--- src/rtl/membus_sram_resp_if.sv ---
// -----------------------------------------------------------------------------
// membus_sram_resp_if
// Requester-side MemBus bundle between an arbiter (master) and the SRAM
// responder (slave).
//   addr  [22:0] byte address (bit 0 unused by the responder)
//   dati  [15:0] write data toward memory
//   dato  [15:0] registered read data toward the requester
//   oe           read request level
//   we_lo        low-byte write request level
//   we_hi        high-byte write request level
//   ack          one-cycle completion pulse
//   busy         responder is in the middle of an access
// -----------------------------------------------------------------------------
interface membus_if;
  logic [22:0] addr;
  logic [15:0] dati;
  logic [15:0] dato;
  logic        oe;
  logic        we_lo;
  logic        we_hi;
  logic        ack;
  logic        busy;

  modport master (output addr, dati, oe, we_lo, we_hi, input dato, ack, busy);
  modport slave  (input addr, dati, oe, we_lo, we_hi, output dato, ack, busy);
endinterface

--- src/rtl/membus_sram_resp.sv ---
// -----------------------------------------------------------------------------
// membus_sram_resp
// Memory-side MemBus responder driving one asynchronous 16-bit SRAM. Each
// request level seen in IDLE starts a timed read or write; all state and all
// outputs update on the falling clock edge.
// Ports:
//   clk        system clock (state changes on negedge)
//   rst        synchronous active-high reset
//   bus        membus_if.slave: addr/dati/oe/we_lo/we_hi in, dato/ack/busy out
//   ram_addr   SRAM word address (addr[22:1], latched at access start)
//   ram_dq_i   SRAM read data
//   ram_dq_o   SRAM write data (latched dati)
//   ram_dq_oe  data-bus output enable
//   ram_ce_n / ram_oe_n / ram_we_n / ram_ub_n / ram_lb_n  active-low SRAM pins
// -----------------------------------------------------------------------------
module membus_sram_resp #(
  parameter int unsigned RD_WAIT = 32'd1,
  parameter int unsigned WR_WAIT = 32'd1,
  parameter int unsigned RECOVER = 32'd0
) (
  input  logic        clk,
  input  logic        rst,
  membus_if.slave     bus,
  output logic [21:0] ram_addr,
  input  logic [15:0] ram_dq_i,
  output logic [15:0] ram_dq_o,
  output logic        ram_dq_oe,
  output logic        ram_ce_n,
  output logic        ram_oe_n,
  output logic        ram_we_n,
  output logic        ram_ub_n,
  output logic        ram_lb_n
);

  localparam int unsigned CW = 8;
  localparam logic [CW-1:0] RD_LOAD  = CW'(RD_WAIT);
  localparam logic [CW-1:0] WR_LOAD  = CW'(WR_WAIT);
  // REC counts down to zero, so it is loaded with RECOVER-1.
  localparam logic [CW-1:0] REC_LOAD = (RECOVER > 32'd0) ? CW'(RECOVER - 32'd1) : {CW{1'b0}};
  localparam bit            HAS_REC  = (RECOVER > 32'd0);

  typedef enum logic [2:0] {
    IDLE  = 3'd0,
    RD    = 3'd1,
    WR    = 3'd2,
    WHOLD = 3'd3,
    REC   = 3'd4
  } state_t;

  state_t        state_r, state_s;
  logic [CW-1:0] cnt_r, cnt_s;
  logic [1:0]    be_r, be_s;        // {high, low} byte write enables
  logic          wr_req_s, start_s, last_s;
  logic          addr_unused_s;

  logic [15:0]   dato_r, dato_s;
  logic [21:0]   addr_r, addr_s;
  logic [15:0]   dq_o_r, dq_o_s;
  logic          ack_r, ack_s;
  logic          busy_r, busy_s;
  logic          dq_oe_r, dq_oe_s;
  logic          ce_n_r, ce_n_s;
  logic          oe_n_r, oe_n_s;
  logic          we_n_r, we_n_s;
  logic          ub_n_r, ub_n_s;
  logic          lb_n_r, lb_n_s;

  // Byte address bit 0 has no meaning on a 16-bit word SRAM.
  assign addr_unused_s = bus.addr[0];

  assign wr_req_s = bus.we_lo | bus.we_hi;
  assign start_s  = (state_r == IDLE) & (wr_req_s | bus.oe);
  assign last_s   = (cnt_r == 8'd0);

  // State register: FSM state and the shared wait/recovery counter.
  always_ff @(negedge clk) begin
    if (rst) begin
      state_r <= IDLE;
      cnt_r   <= 8'd0;
    end else begin
      state_r <= state_s;
      cnt_r   <= cnt_s;
    end
  end

  // Next-state logic; a write strobe takes priority over a simultaneous read.
  always_comb begin
    state_s = state_r;
    cnt_s   = cnt_r;
    case (state_r)
      IDLE: begin
        if (wr_req_s) begin
          state_s = WR;
          cnt_s   = WR_LOAD;
        end else if (bus.oe) begin
          state_s = RD;
          cnt_s   = RD_LOAD;
        end else begin
          state_s = IDLE;
          cnt_s   = cnt_r;
        end
      end
      RD: begin
        if (last_s) begin
          state_s = HAS_REC ? REC : IDLE;
          cnt_s   = REC_LOAD;
        end else begin
          cnt_s   = cnt_r - 8'd1;
        end
      end
      WR: begin
        if (last_s) begin
          state_s = WHOLD;
          cnt_s   = 8'd0;
        end else begin
          cnt_s   = cnt_r - 8'd1;
        end
      end
      WHOLD: begin
        state_s = HAS_REC ? REC : IDLE;
        cnt_s   = REC_LOAD;
      end
      REC: begin
        if (last_s) begin
          state_s = IDLE;
        end else begin
          cnt_s   = cnt_r - 8'd1;
        end
      end
      default: begin
        state_s = IDLE;
        cnt_s   = 8'd0;
      end
    endcase
  end

  // Output logic: pin values follow the state being entered so they change on
  // the same edge as the state. dq_oe is only ever set in WR/WHOLD and oe_n is
  // only ever low in RD, so the data bus can never be driven from both sides.
  always_comb begin
    be_s    = (state_r == IDLE) ? {bus.we_hi, bus.we_lo} : be_r;
    ce_n_s  = 1'b1;
    oe_n_s  = 1'b1;
    we_n_s  = 1'b1;
    ub_n_s  = 1'b1;
    lb_n_s  = 1'b1;
    dq_oe_s = 1'b0;
    case (state_s)
      RD: begin
        ce_n_s = 1'b0;
        oe_n_s = 1'b0;
        ub_n_s = 1'b0;
        lb_n_s = 1'b0;
      end
      WR: begin
        ce_n_s  = 1'b0;
        we_n_s  = 1'b0;
        dq_oe_s = 1'b1;
        ub_n_s  = ~be_s[1];
        lb_n_s  = ~be_s[0];
      end
      WHOLD: begin
        ce_n_s  = 1'b0;
        dq_oe_s = 1'b1;
        ub_n_s  = ~be_s[1];
        lb_n_s  = ~be_s[0];
      end
      default: begin
        ce_n_s = 1'b1;
      end
    endcase
    ack_s  = ((state_r == RD) | (state_r == WR)) & last_s;
    busy_s = (state_s != IDLE);
    dato_s = ((state_r == RD) & last_s) ? ram_dq_i : dato_r;
    addr_s = start_s ? bus.addr[22:1] : addr_r;
    dq_o_s = start_s ? bus.dati : dq_o_r;
  end

  // Output registers; reset drops every pin inactive and suppresses ack.
  always_ff @(negedge clk) begin
    if (rst) begin
      dato_r  <= 16'd0;
      addr_r  <= 22'd0;
      dq_o_r  <= 16'd0;
      ack_r   <= 1'b0;
      busy_r  <= 1'b0;
      dq_oe_r <= 1'b0;
      ce_n_r  <= 1'b1;
      oe_n_r  <= 1'b1;
      we_n_r  <= 1'b1;
      ub_n_r  <= 1'b1;
      lb_n_r  <= 1'b1;
      be_r    <= 2'b00;
    end else begin
      dato_r  <= dato_s;
      addr_r  <= addr_s;
      dq_o_r  <= dq_o_s;
      ack_r   <= ack_s;
      busy_r  <= busy_s;
      dq_oe_r <= dq_oe_s;
      ce_n_r  <= ce_n_s;
      oe_n_r  <= oe_n_s;
      we_n_r  <= we_n_s;
      ub_n_r  <= ub_n_s;
      lb_n_r  <= lb_n_s;
      be_r    <= be_s;
    end
  end

  assign bus.dato  = dato_r;
  assign bus.ack   = ack_r;
  assign bus.busy  = busy_r;
  assign ram_addr  = addr_r;
  assign ram_dq_o  = dq_o_r;
  assign ram_dq_oe = dq_oe_r;
  assign ram_ce_n  = ce_n_r;
  assign ram_oe_n  = oe_n_r;
  assign ram_we_n  = we_n_r;
  assign ram_ub_n  = ub_n_r;
  assign ram_lb_n  = lb_n_r;

endmodule

--- src/flat_wrapper.sv ---
// flat-port wrapper written by rule: the top's interface ports become plain ports
module membus_sram_resp_flat 
#(
  parameter int unsigned RD_WAIT = 32'd1,
  parameter int unsigned WR_WAIT = 32'd1,
  parameter int unsigned RECOVER = 32'd0
)
  (clk, rst, ram_addr, ram_dq_i, ram_dq_o, ram_dq_oe, ram_ce_n, ram_oe_n, ram_we_n, ram_ub_n, ram_lb_n, bus_addr, bus_dati, bus_oe, bus_we_lo, bus_we_hi, bus_dato, bus_ack, bus_busy);
  membus_if bus_i ();
  input  logic clk;
  input  logic rst;
  output logic [21:0] ram_addr;
  input  logic [15:0] ram_dq_i;
  output logic [15:0] ram_dq_o;
  output logic ram_dq_oe;
  output logic ram_ce_n;
  output logic ram_oe_n;
  output logic ram_we_n;
  output logic ram_ub_n;
  output logic ram_lb_n;
  input wire logic [$bits(bus_i.addr)-1:0] bus_addr;
  input wire logic [$bits(bus_i.dati)-1:0] bus_dati;
  input wire logic [$bits(bus_i.oe)-1:0] bus_oe;
  input wire logic [$bits(bus_i.we_lo)-1:0] bus_we_lo;
  input wire logic [$bits(bus_i.we_hi)-1:0] bus_we_hi;
  output wire logic [$bits(bus_i.dato)-1:0] bus_dato;
  output wire logic [$bits(bus_i.ack)-1:0] bus_ack;
  output wire logic [$bits(bus_i.busy)-1:0] bus_busy;
  assign bus_i.addr = bus_addr;
  assign bus_i.dati = bus_dati;
  assign bus_i.oe = bus_oe;
  assign bus_i.we_lo = bus_we_lo;
  assign bus_i.we_hi = bus_we_hi;
  assign bus_dato = bus_i.dato;
  assign bus_ack = bus_i.ack;
  assign bus_busy = bus_i.busy;
  membus_sram_resp #(.RD_WAIT(RD_WAIT), .WR_WAIT(WR_WAIT), .RECOVER(RECOVER)) u_core (.clk(clk), .rst(rst), .bus(bus_i), .ram_addr(ram_addr), .ram_dq_i(ram_dq_i), .ram_dq_o(ram_dq_o), .ram_dq_oe(ram_dq_oe), .ram_ce_n(ram_ce_n), .ram_oe_n(ram_oe_n), .ram_we_n(ram_we_n), .ram_ub_n(ram_ub_n), .ram_lb_n(ram_lb_n));
endmodule
--- config.mk ---
export PLATFORM = sky130hd
export DESIGN_NAME = membus_sram_resp_flat
export DESIGN_NICKNAME = d
export VERILOG_FILES = /design/src/rtl/membus_sram_resp_if.sv /design/src/rtl/membus_sram_resp.sv /design/src/flat_wrapper.sv
export SDC_FILE = /design/constraint.sdc
export NUM_CORES = 1
export LEC_CHECK = 0
export ABC_AREA = 1
export CAP_MARGIN = 20
export CORE_MARGIN = 5
export CORE_UTILIZATION = 43
export CTS_CLUSTER_DIAMETER = 120
export DETAILED_ROUTE_END_ITERATION = 6
export GPL_TIMING_DRIVEN = 0
export PLACE_DENSITY_LB_ADDON = 0.12
export SLEW_MARGIN = 10
export SYNTH_ARGS = -nofsm -noshare
export SYNTH_HDL_FRONTEND = slang
export SYNTH_SLANG_ARGS = --single-unit
--- constraint.sdc ---
create_clock -name clk -period 1.7 [get_ports clk]
set_input_delay 0.17 -clock clk [delete_from_list [all_inputs] [get_ports clk]]
set_output_delay 0.17 -clock clk [all_outputs]
set_load 0.005 [all_outputs]
==> results of run 1 <==
cell families (layout without fill, tap and decap cells):
group	count (synthesis)	in the layout	synth area share, %
flops	75	75	50.2
simple gates	194	194	29.1
buf+inv	49	267	7.94
fa+ha+maj	2	2	0.836
mux	2	2	0.669
compound gates	64	64	11.3
Yosys cell counts:
cell,number
buf_4,2
nand3_1,17
buf_6,5
nand2_4,1
nor3_1,3
nand3_2,3
nand2_2,4
dfxtp_1,75
nand4_1,5
inv_4,1
nor2_1,114
inv_2,7
nor2_4,2
o21bai_1,1
nor4_1,1
clkbuf_1,6
nor2_8,1
nor2_2,14
o21ai_1,8
inv_1,23
mux2i_1,2
o21ai_2,1
ha_1,2
a21oi_4,1
buf_2,5
o21ai_0,48
a21oi_1,5
nand2_1,29
registers in the layout, indices dropped and copies added (netlist names):
register          count
u_core.ram_we_n       1
u_core.ram_dq_o      16
u_core.ram_ub_n       1
u_core.ram_oe_n       1
u_core.state_r        3
u_core.ram_addr      22
u_core.ram_dq_oe      1
u_core.bus.dato      16
u_core.ram_ce_n       1
u_core.cnt_r          8
u_core.be_r           2
u_core.bus.ack        1
u_core.bus.busy       1
u_core.ram_lb_n       1
power groups by stage:
stage	registers (uW)	logic, uW	clock network [uW]
floorplan	2540	1800	271
global placement	2500	3090	271
detailed placement	2520	3140	271
CTS	2580	3100	1930
global route	2670	3610	2220
finish	2610	3240	1870
final cells by class:
class                      count  area, um2
timing repair buffer         129       1190
inverter                      30        118
clock buffer                   9        124
tap                           96        120
sequential                    75       1570
fill                         541       1860
buffer                        18        180
clock inverter                81        320
multi-input combinational    262       1310
per-stage QoR:
stage / worst slack, ns / instances / hold slack, ns / power [uW] / instance area (um2)
6_report: -0.144 / 700 / 0.457 / 7720 / 4940
4_1_cts: -0.160 / 697 / 0.461 / 7610 / 4810
2_1_floorplan: -0.112 / 386 / 0.443 / 4620 / 3050
3_5_place_dp: -0.762 / 601 / 0.456 / 5930 / 4360
5_1_grt: -0.185 / 700 / 0.490 / 8500 / 4940
3_3_place_gp: -0.737 / 601 / 0.454 / 5860 / 4360
what timing repair did:
item,4_1_cts,5_1_grt
endpoints found under the setup margin,114,108
buffers inserted,7,3
resized for setup,357,26
pin swaps,2,4
worst min-delay path: cells and delay by family (launching register included):
family | cells | cell delay, ns
flops | 1 | 0.30
compound gates | 1 | 0.05
simple gates | 1 | 0.06
worst max path at each step:
| stage | startpoint | endpoint | slack (ns) | cells after the start |
|---|---|---|---|---|
| finish | u_core.ram_addr[4] | ram_addr[4] | -0.14 | 1 |
| global route | u_core.ram_addr[14] | ram_addr[14] | -0.18 | 1 |
| CTS | u_core.bus.dato[11] | bus_dato[11] | -0.16 | 1 |
| detailed placement | bus_we_lo | u_core.ram_dq_o[3] | -0.76 | 8 |
| global placement | bus_we_lo | u_core.cnt_r[6] | -0.74 | 8 |
| floorplan | bus_we_lo | u_core.cnt_r[2] | -0.11 | 8 |
per-layer routing:
layer / wire [um] / vias to the layer above / global-route usage (%)
li1: - / 1657 / -
met1: 3520 / 1454 / 21.0
met2: 4400 / 98 / 33.8
met3: 556 / 12 / 7.08
met4: 119 / 0 / 10.1
met5: 0 / - / 0
==> results_dict.tcl, run 1 <==
set metrics [dict create \
    post_drt_wl_per_cell_um 12.3 \
    viasPerCell 4.60 \
    clock_latency_ns 0.39 \
    ff2ff_path_depth 10 \
    portBuffers 119 \
    hold_path_depth 2 \
    cellLeakagePower_uw 0.00257 \
    synth_top_cell_area_share_pct 50.2 \
    via_count 3221 \
    drv_slew 0 \
    synth_area_leaders "dfxtp_1 (50%), nor2_1 (14%), o21ai_0 (8.0%), nand2_1 (3.6%), nor2_2 (2.9%)" \
    critical_path_arrival_ns 1.67 \
    syn-num-nets 448 \
    hold_class "flip-flop to flip-flop" \
    holdCritStartpoint "u_core.cnt_r[1]" \
    critPathSlowestCell "dfxtp_2" \
    status "finished with violations" \
    drc_errors 0 \
    power_switching_share_pct 40.2 \
    start_kind "flip-flop" \
    ys_warn_count 0 \
    num_rows 30 \
    antenna_found_initial 0 \
    h-tree-depth 3 \
    peakVddDrop_mv 0.903 \
    r2r_setup_slack_ns 0.11 \
    grt_pass1_vias 3348 \
    slew_headroom_pct 72.9 \
    clk_pin_slew_ns 0.04 \
    wl_um 8590 \
    cts_hold_buf 0 \
    grtUsageTotal_pct 19.7 \
    cts_num_sinks 75 \
    core_area_um2 6790 \
    crit_required_ns 1.53 \
    yosysSeqAreaShare_pct 50.2 \
    timing.setup.tns_ns -7.45 \
    power_frac_seq_pct 33.8 \
    clkPwrFrac_pct 24.2 \
    io_pins 122 \
    crit_path_end_kind "output pin" \
    yosysTopAreaCell "dfxtp_1" \
    crit_family "flip-flops" \
    ant_nets 0 \
    grt_max_degree 13 \
    worstSetupPathType "flip-flop to output pin" \
    synth_area_per_cell_um2 7.75 \
    cts_root_buf "clkbuf_8" \
    synth_cell_types 28 \
    syn_to_final_growth_pct 64.9 \
    die_h_um 93.4 \
    drive_above_1_share_pct 34.3 \
    firstDrtPassIters 4 \
    p_int_uw 4620 \
    synth_area_um2 2990 \
    critPathMaxStageDelay_ns 0.32 \
    worst-path-buf-inv 1 \
    setup-violations-final 62 \
    netlist_instances 386 \
    ys_seq_elements 75 \
    combPwrFrac_pct 41.9 \
    violations "setup timing" \
    grt_setup_unrepaired "true" \
    clk_path_buf_depth 2 \
    die_w_um 93.4 \
    r2r-end "u_core.bus.dato[4]" \
    final_common_cell "nor2_1" \
    fin_ws_ns -0.144 \
    final_nets 662 \
    gp_congestion 0.845 \
    tightestPinTransition_ns 0.407 \
    cts_buffers 9 \
    rr_startpoint "u_core.cnt_r[0]" \
    grt_overflow 0 \
    die_area_um2 8730 \
    p_per_area_nw_per_um2 1560 \
    hold_viol 0 \
    place_hpwl_um 5890 \
    cp_max_fo 2 \
    grt_pass1_wl_um 14000 \
    whs_endpoint "u_core.cnt_r[1]" \
    drt_iter0_drc 127 \
    path_cells "buf_6" \
    fin_skew_ns 0.0226 \
    start_util_pct 44.1 \
    final_cell_mix "nor2_1 (109), inv_1 (96), clkdlybuf4s50_1 (54), dfxtp_2 (54), buf_6 (44)" \
    tritoncts "done" \
    switching_power_uw 3100 \
    utilization_pct 72.7 \
    maxCapViolCount 0 \
    n_antenna_cell 0 \
]
No activity file was read; power rests on OpenSTA's default activity.
==> run 2: changes to the inputs <==
ABC_AREA = not set   (was 1)
CAP_MARGIN = not set   (was 20)
CORE_UTILIZATION = 42   (was 43)
CTS_CLUSTER_SIZE = 30   (was not set)
==> run 2 against run 1 <==
Against the previous run: the run still ends with setup timing left; global-route usage grew 2.5 points; register-to-register slack got worse by 0.23 ns; synthesized area shrank 2.6%; core utilization increased by 8.1 points; first-iteration DRC count shrank 6.3%; sequential share of layout area is 3.1 points lower; clock power is 16% higher; critical path depth stayed put; power grew 5.3%; combinational power rose by 8.6%; via count up 4.5%; critical path type unchanged; critical endpoint is now ram_addr[18]; largest cell class is now multi-input combinational cells; largest power group unchanged.
==> results_dict.tcl, run 2 <==
set metrics [dict create \
    gp_congestion 0.784 \
    rr_startpoint "u_core.cnt_r[0]" \
    fin_skew_ns 0.0248 \
    cts_buffers 9 \
    r2r_setup_slack_ns -0.12 \
    netlist_instances 337 \
    largest_register_ffs 22 \
    yosysTopAreaCell "dfxtp_1" \
    grt_setup_unrepaired "true" \
    r2r-end "u_core.ram_oe_n" \
    place_hpwl_um 6040 \
    die_h_um 93.3 \
    synth_edf_count 0 \
    clk_pin_slew_ns 0.04 \
    setup-violations-final 107 \
    slew_headroom_pct 52.3 \
    synth_area_um2 2920 \
    crit_required_ns 1.53 \
    synth_area_leaders "dfxtp_1 (51%), nand2_1 (11%), a21oi_1 (8.9%), mux2i_1 (6.2%), nor2_1 (3.5%)" \
    syn_to_final_growth_pct 88.1 \
    antenna_found_initial 0 \
    timing.setup.tns_ns -13.28 \
    cp_max_fo 2 \
    clk_path_buf_depth 2 \
    drc_errors 0 \
    path_cells "buf_6" \
    critical_path_arrival_ns 1.72 \
    firstDrtPassIters 4 \
    synthTopCellsByCount "nand2_1 (82), dfxtp_1 (75), a21oi_1 (52)" \
    synth_cell_types 40 \
    hold_viol 0 \
    fin_ws_ns -0.188 \
    violations "setup timing" \
    critPathSlowestCell "dfxtp_2" \
    grt_pass1_vias 3500 \
    drv_slew 0 \
    drt_iter0_drc 119 \
    start_kind "flip-flop" \
    yosysSeqAreaShare_pct 51.5 \
    ys_async_sr_fraction_pct 0 \
    tritoncts "done" \
    ys_seq_elements 75 \
    grtUsageTotal_pct 22.1 \
    die_w_um 93.3 \
    post_drt_wl_per_cell_um 16.1 \
    viasPerCell 4.99 \
    fin_total_pwr_uw 8130 \
    place_area_um2 4280 \
    hold_path_depth 2 \
    ys.flop_type "dfxtp_1" \
    synth_area_per_cell_um2 8.65 \
    num_rows 30 \
    fin_area_um2 5490 \
    cts_num_sinks 75 \
    wl_um 10900 \
    hold_class "flip-flop to flip-flop" \
    syn-num-nets 399 \
    n_antenna_cell 0 \
    status "finished with violations" \
    crit_path_end_kind "output pin" \
    ant_nets 0 \
    core_area_um2 6790 \
    ff2ff_path_depth 6 \
    via_count 3366 \
    grt_overflow 0 \
    post-synth-top-count-cell "nand2_1" \
    p_per_area_nw_per_um2 1480 \
    whs_endpoint "u_core.ram_dq_o[15]" \
    tightestPinTransition_ns 0.716 \
    maxCapViolCount 0 \
    synth_top_cell_area_share_pct 51.5 \
    ys_warn_count 0 \
    crit_family "flip-flops" \
    cts_root_buf "clkbuf_8" \
    cellLeakagePower_uw 0.00277 \
    start_util_pct 42.9 \
    io_pins 122 \
    worstSetupPathType "flip-flop to output pin" \
    peakVddDrop_mv 0.771 \
    grt_pass1_wl_um 15400 \
    final_nets 635 \
    final_cell_mix "inv_1 (79), nand2_1 (59), dfxtp_2 (56)" \
    grt_max_degree 14 \
    portBuffers 119 \
    holdCritStartpoint "u_core.ram_dq_o[15]" \
    final_common_cell "inv_1" \
    die_area_um2 8710 \
    h-tree-depth 3 \
    worst-path-buf-inv 1 \
    critPathMaxStageDelay_ns 0.36 \
    drive_above_1_share_pct 46.5 \
    clock_latency_ns 0.42 \
]
-- run 2: cells by family after synthesis --
kind of cell,share of synthesized area (%)
simple gates,22.4
compound gates,14.2
flops,51.5
fa+ha+maj,0.858
xor+xnor,0.300
buf+inv,4.63
mux,6.18
-- run 2: worst max path at each step --
stage          cells past startpoint                start                  end  slack (ns)
2_1_floorplan                      6               bus_oe  u_core.ram_addr[10]       -0.25
3_3_place_gp                       7            bus_we_hi  u_core.ram_addr[13]       -0.94
3_5_place_dp                       7            bus_we_hi   u_core.ram_addr[9]        -1.0
4_1_cts                            1      u_core.ram_we_n             ram_we_n       -0.18
5_1_grt                            1   u_core.ram_dq_o[4]          ram_dq_o[4]       -0.21
6_report                           1  u_core.ram_addr[18]         ram_addr[18]       -0.19
-- run 2: layout make-up --
cell class	instances	area (um2)
Clock buffer	9	124
Clock inverter	82	358
Tap cell	96	120
Multi-Input combinational cell	232	1650
Timing Repair Buffer	152	1470
Buffer	22	168
Inverter	6	22.5
Fill cell	417	1310
Sequential cell	75	1580
-- run 2: power breakdown --
| part | leakage (uW) | switching [uW] | total (uW) | internal (uW) |
|---|---|---|---|---|
| Combinational | 0.00163 | 1740 | 3520 | 1780 |
| Sequential | 0.000638 | 262 | 2430 | 2170 |
| Clock | 0.000503 | 1250 | 2170 | 923 |
-- run 2: routing by layer --
| layer | track usage, % | wire, um |
|---|---|---|
| met5 | 0 | 0 |
| met4 | 12.8 | 240 |
| met3 | 11.3 | 944 |
| met2 | 35.4 | 5600 |
| met1 | 23.3 | 4070 |
-- run 2: per-stage QoR --
step / setup slack [ns] / hold WS (ns) / std cells / utilization [%]
4_1_cts: -0.182 / 0.447 / 664 / 74.6
3_3_place_gp: -0.944 / 0.443 / 552 / 63.0
6_report: -0.188 / 0.446 / 674 / 80.8
5_1_grt: -0.211 / 0.466 / 674 / 80.8
2_1_floorplan: -0.247 / 0.453 / 337 / -
3_5_place_dp: -0.999 / 0.447 / 552 / 63.0
-- run 2: worst register-to-register path, delay by kind of cell (launching register included) --
family / cells / cell delay [ns]
AO/OA/AOI/OAI: 1 / 0.33
adder cells (fa/ha/maj): 1 / 0.14
buffers and inverters: 1 / 0.06
flip-flops: 1 / 0.32
AND/OR/NAND/NOR: 3 / 0.84
-- run 2: repair_timing --
item | 4_1_cts | 5_1_grt
cloned | 3 | 0
gates resized for setup | 395 | 87
buffers inserted | 20 | 10
endpoints found under the setup margin | 133 | 126
hold endpoints to repair | 0 | 0
hold buffers | 0 | 0
pin swaps | 16 | 39
